### config.mk
export PLATFORM = sky130hd
export DESIGN_NAME = alu_cmd_issuer
export DESIGN_NICKNAME = d
export VERILOG_FILES = /design/src/rtl/alu_cmd_issuer.sv
export SDC_FILE = /design/constraint.sdc
export NUM_CORES = 1
export LEC_CHECK = 0
export BUFFER_PORTS_ARGS = -buffer_cell sky130_fd_sc_hd__buf_4
export CAP_MARGIN = 25
export CORE_MARGIN = 5
export CORE_UTILIZATION = 46
export CTS_CLUSTER_SIZE = 28
export DETAILED_ROUTE_END_ITERATION = 8
export PLACE_DENSITY = 0.9
export SYNTH_ARGS = -nofsm -noshare
export SYNTH_HDL_FRONTEND = slang
export SYNTH_SLANG_ARGS = --single-unit
### constraint.sdc
create_clock -name clk -period 2.5 [get_ports clk]
set_input_delay 0.375 -clock clk [delete_from_list [all_inputs] [get_ports clk]]
set_output_delay 0.375 -clock clk [all_outputs]
set_load 0.02 [all_outputs]
### src/rtl/alu_cmd_issuer.sv
// alu_cmd_issuer
// Sequencer that drives the alu01 operand/op interface on behalf of the
// calculator control path. It accepts a command (op code plus two operands)
// over a valid/ready handshake and registers x/y/op into the ALU. After
// SETTLE_CYCLES clock edges it captures the ALU result and zero flag. It then
// returns them, together with a derived signed-overflow bit, over a
// valid/ready response channel.
//
// Ports:
//   clk, rst_n            clock, asynchronous active-low reset
//   cmd_valid/cmd_ready   command handshake (ready only while idle)
//   cmd_op                0=ADD 1=SUB 2=AND 3=OR, 4..7 illegal
//   cmd_a, cmd_b          operands
//   alu_x, alu_y, alu_op  registered ALU drive (ADD=010 SUB=110 AND=000 OR=001)
//   alu_r, alu_zero       ALU result and zero flag
//   rsp_valid/rsp_ready   response handshake
//   rsp_result, rsp_zero  captured ALU outputs
//   rsp_ovf               signed overflow for ADD/SUB, 0 for AND/OR
//   rsp_err               illegal op code
//   ops_done              count of delivered non-error responses (wraps)

module alu_cmd_issuer #(
    parameter int WIDTH         = 32,
    parameter int SETTLE_CYCLES = 1,
    parameter int CNT_W         = 16
) (
    input  logic             clk,
    input  logic             rst_n,
    input  logic             cmd_valid,
    output logic             cmd_ready,
    input  logic [2:0]       cmd_op,
    input  logic [WIDTH-1:0] cmd_a,
    input  logic [WIDTH-1:0] cmd_b,
    output logic [WIDTH-1:0] alu_x,
    output logic [WIDTH-1:0] alu_y,
    output logic [2:0]       alu_op,
    input  logic [WIDTH-1:0] alu_r,
    input  logic             alu_zero,
    output logic             rsp_valid,
    input  logic             rsp_ready,
    output logic [WIDTH-1:0] rsp_result,
    output logic             rsp_zero,
    output logic             rsp_ovf,
    output logic             rsp_err,
    output logic [CNT_W-1:0] ops_done
);

    typedef enum logic [1:0] {
        IDLE = 2'd0,
        WAIT = 2'd1,
        RESP = 2'd2
    } state_t;

    localparam logic [3:0] SETTLE_LOAD = 4'(SETTLE_CYCLES - 1);

    state_t     state;
    state_t     next_state;
    logic [3:0] settle_cnt;
    logic       op_is_add;
    logic       op_is_sub;

    logic       accept_legal;
    logic       accept_illegal;
    logic       count_down;
    logic       capture;
    logic       rsp_done;
    logic       ovf_calc;

    // Map the calculator op code onto the alu01 control encoding.
    function automatic logic [2:0] encode_op(input logic [1:0] op);
        case (op)
            2'd0:    encode_op = 3'b010;
            2'd1:    encode_op = 3'b110;
            2'd2:    encode_op = 3'b000;
            default: encode_op = 3'b001;
        endcase
    endfunction

    assign cmd_ready = (state == IDLE);
    assign rsp_valid = (state == RESP);

    // Overflow is judged from the operands actually driven into the ALU and
    // the result it returns, so it matches what was captured.
    always_comb begin
        ovf_calc = 1'b0;
        if (op_is_add) begin
            ovf_calc = (alu_x[WIDTH-1] == alu_y[WIDTH-1]) &&
                       (alu_r[WIDTH-1] != alu_x[WIDTH-1]);
        end else if (op_is_sub) begin
            ovf_calc = (alu_x[WIDTH-1] != alu_y[WIDTH-1]) &&
                       (alu_r[WIDTH-1] != alu_x[WIDTH-1]);
        end
    end

    always_ff @(posedge clk or negedge rst_n) begin
        if (!rst_n) begin
            state <= IDLE;
        end else begin
            state <= next_state;
        end
    end

    // Illegal ops skip the ALU entirely and respond straight away.
    always_comb begin
        next_state     = state;
        accept_legal   = 1'b0;
        accept_illegal = 1'b0;
        count_down     = 1'b0;
        capture        = 1'b0;
        rsp_done       = 1'b0;
        case (state)
            IDLE: begin
                if (cmd_valid) begin
                    if (cmd_op[2]) begin
                        accept_illegal = 1'b1;
                        next_state     = RESP;
                    end else begin
                        accept_legal = 1'b1;
                        next_state   = WAIT;
                    end
                end
            end
            WAIT: begin
                if (settle_cnt == 4'd0) begin
                    capture    = 1'b1;
                    next_state = RESP;
                end else begin
                    count_down = 1'b1;
                end
            end
            RESP: begin
                if (rsp_ready) begin
                    rsp_done   = 1'b1;
                    next_state = IDLE;
                end
            end
            default: next_state = IDLE;
        endcase
    end

    always_ff @(posedge clk or negedge rst_n) begin
        if (!rst_n) begin
            alu_x      <= '0;
            alu_y      <= '0;
            alu_op     <= 3'b000;
            settle_cnt <= 4'd0;
            op_is_add  <= 1'b0;
            op_is_sub  <= 1'b0;
            rsp_result <= '0;
            rsp_zero   <= 1'b0;
            rsp_ovf    <= 1'b0;
            rsp_err    <= 1'b0;
            ops_done   <= '0;
        end else begin
            if (accept_legal) begin
                alu_x      <= cmd_a;
                alu_y      <= cmd_b;
                alu_op     <= encode_op(cmd_op[1:0]);
                settle_cnt <= SETTLE_LOAD;
                op_is_add  <= (cmd_op[1:0] == 2'd0);
                op_is_sub  <= (cmd_op[1:0] == 2'd1);
            end
            if (accept_illegal) begin
                rsp_result <= '0;
                rsp_zero   <= 1'b0;
                rsp_ovf    <= 1'b0;
                rsp_err    <= 1'b1;
            end
            if (count_down) begin
                settle_cnt <= settle_cnt - 4'd1;
            end
            if (capture) begin
                rsp_result <= alu_r;
                rsp_zero   <= alu_zero;
                rsp_ovf    <= ovf_calc;
                rsp_err    <= 1'b0;
            end
            if (rsp_done && !rsp_err) begin
                ops_done <= ops_done + CNT_W'(1);
            end
        end
    end

endmodule

==> metrics.txt <==
Core Area 10,280 sq um; f_max 536.3 MHz; DIE AREA 12,660 sq um; Switching Share 32.70%; dpl hpwl 9.598 mm; global-route wire length before repair 22.09 mm; average size of a mapped cell 10.42 sq um; Ys Warns 0; layout cell share with drive strength beyond 1 37.43%; commonest cells after routing, fill and taps aside buf_4, nand2_1, dfrtp_1; crit path capture type flop; Rows 37; RSZ-0062 raised after global routing no; vias in the first global route 4,418; via count 4,133; simple-gate share of the synthesized area 20.92%; #FFs+latches synth 125; worst min-delay path category input port to flop; CP max stage cell and4bb_1; Initial DRT Pass Iterations 4; # DRC 0; Port Buffers 223; WP data required 2.89 ns; worst path cell trace and4bb_1 -> and4_1 -> or3b_1 -> xnor2_1; Final Routed Wirelength 13.45 mm; wire per inst 16.09 microns; syn nets 570; status finished, final reports clean; Hold Slack 0.04707 ns; Clk network pwr share 31.1%; NetSw 0.002569 W; Sequential Power Share 37.3%; CP Data Arrival Time 2.26 ns; setup TNS 0 ns; clock sinks 125; Worst-Margin Slew 0.6622 ns; GR Overflow Total 0; startpoint types flop; ANT cells 0; Synth Area in XOR/XNOR 2.899%; LEAKAGE 3.965 nW; IO Count 224; CTS tree built; Int Pwr 0.005287 W; CP max stage delay 0.47 ns; die width 112.5 microns; All-Layer GR Usage 21.99%; part of the cycle the worst path needs 74.58%; Seq/Total Area, Yosys 64.72%; nets@finish 795; Worst Path Max Fanout 9; layout overhead on the synthesized area 50.30%; Max Cap Viol 0; FILL cells 729; initial core utilization 47.03%; initial antenna violation count 0; Die Span Y 112.5 microns; most common cell after layout, fill and taps aside buf_4; Register Area 3128 sq um; routability cong. 0.8678; clk_lat worst skew 0.51 ns; H-tree depth 4; Synth Area in Compound Gates 7.818%; post-synthesis adder-cell area fraction 0.5177%; root buffer cell clkbuf_8; pwr dens 1081 nW/um^2; Max-slew headroom 55.85%; synthesized instance count 464; min Tclk post-route 1.864 ns; vias per cell 4.944; post-CTS sizing 0; max-slew violations 0; final hold violations 0; maximum clock insertion buffer count 2; Synth cell types 36; largest family of logic cells by synthesized area simple AND/OR/NAND/NOR gates; Reg clk slew, reported paths 0.05 ns; Clock Skews 0.007206 ns; antenna viol nets, final 0; area occupied by multi-input gates 1588 sq um; TritonCTS Buffers 17; combinational share of power 31.6%; DRT iter0 DRCs 211; final setup fails 0; Crit Path Class flop to flop; maximum vdd drop 0.7151 mV; Synth Cell Area 4833 sq um; largest net degree at the start of global routing 75; mux contribution to synthesized area 0.4401%
## metal layers
metal | global-route usage [%] | vias up | wire [microns]
met5 | 0 | - | 0
met1 | 25.50 | 1984 | 5272
met4 | 8.413 | 0 | 202
met3 | 7.547 | 18 | 1034
met2 | 37.66 | 167 | 6944
li1 | - | 1964 | -
## through the flow
stage	util, %	power, W	cell area (sq um)	setup WS, ns	cells
final	70.68	0.007855	7264	0.6355	836
after global routing	70.68	0.008272	7264	0.5536	836
after CTS	70.68	0.007950	7264	0.6267	836
after detailed placement	64.78	0.005449	6658	0.6591	805
after global placement	64.78	0.005350	6658	0.6794	805
after floorplan	-	0.004154	4833	0.6612	464
## synthesized netlist by cell type
cell type  instances  share of area, %
nand2_1          203                16
dfrtp_1          125                65
a22o_1            34               6.2
clkbuf_1          12              0.93
xnor2_1           12               2.2
buf_2              8              0.83
nand3_1            8              0.83
nor2_1             7              0.54
nor2b_1            6              0.78
inv_1              4              0.31
nand4_1            4              0.52
o21ai_0            4              0.41
xor2_1             4              0.72
a21oi_1            2              0.21
a31oi_1            2              0.26
and2_1             2              0.26
and3_1             2              0.26
and4_1             2              0.36
buf_4              2              0.31
ha_1               2              0.52
nand2b_1           2              0.26
nand3b_1           2              0.31
or3b_1             2              0.36
a221oi_1           1              0.18
a22oi_1            1              0.16
and4bb_1           1              0.26
buf_1              1             0.078
buf_6              1              0.23
mux2_2             1              0.23
mux2i_1            1              0.21
nor2_2             1              0.13
nor3_1             1              0.10
nor4b_1            1              0.18
o21a_1             1              0.16
o22ai_1            1              0.13
o31ai_1            1              0.16
## area by class of cell
class | count | area share [%]
Clock inverter | 7 | 1.516
Multi-Input combinational cell | 311 | 21.86
Clock buffer | 23 | 6.700
Inverter | 4 | 0.2067
Tap cell | 136 | 2.342
Sequential cell | 125 | 43.06
Timing Repair Buffer | 230 | 24.32
## flip-flops by register name, summed over array words and instances, names as in the netlist
| register | count |
|---|---|
| alu_x | 32 |
| alu_y | 32 |
| rsp_result | 32 |
| ops_done | 16 |
| settle_cnt | 4 |
| alu_op | 3 |
| state | 2 |
| op_is_add | 1 |
| rsp_err | 1 |
| rsp_ovf | 1 |
| rsp_zero | 1 |
## path summary, 6_finish.rpt
| kind | startpoint | to | slack, ns | cells past startpoint |
|---|---|---|---|---|
| worst max-delay path | state[0] | ops_done[15] | 0.64 | 4 |
| max in group asynchronous | rst_n | alu_x[1] | 1.29 | 3 |
| worst max register to register | state[0] | ops_done[15] | 0.64 | 4 |
| min in group asynchronous | rst_n | alu_y[5] | 0.45 | 2 |
| worst min register to register | alu_x[13] | alu_x[13] | 0.47 | 2 |
| worst min-delay path | cmd_b[29] | alu_y[29] | 0.05 | 3 |
## power groups by stage
stage | logic, W | registers [W] | clock network (W)
after floorplan | 0.000605 | 0.00355 | 0
after global placement | 0.00242 | 0.00293 | 0
after detailed placement | 0.00251 | 0.00294 | 0
after CTS | 0.00252 | 0.00293 | 0.00250
after global routing | 0.00267 | 0.00300 | 0.00260
final | 0.00248 | 0.00293 | 0.00244
## kinds of logic (layout without fill, tap and decap cells)
kind of cell	Yosys count	after routing
buf+inv	28	264
compound gates	47	47
flops	125	125
xor+xnor	16	16
mux	2	2
simple gates	244	244
fa+ha+maj	2	2
## worst max-delay path, delay by kind of cell, from the launching register on
family        cells  cell delay [ns]
simple gates      3             1.19
flops             1             0.43
xor+xnor          1             0.13
## what timing repair did
item	4_1_cts	5_1_grt
hold endpoints to repair	50	0
buffers inserted	0	0
hold buffers	1	0
No activity file was read; power rests on OpenSTA's default activity.
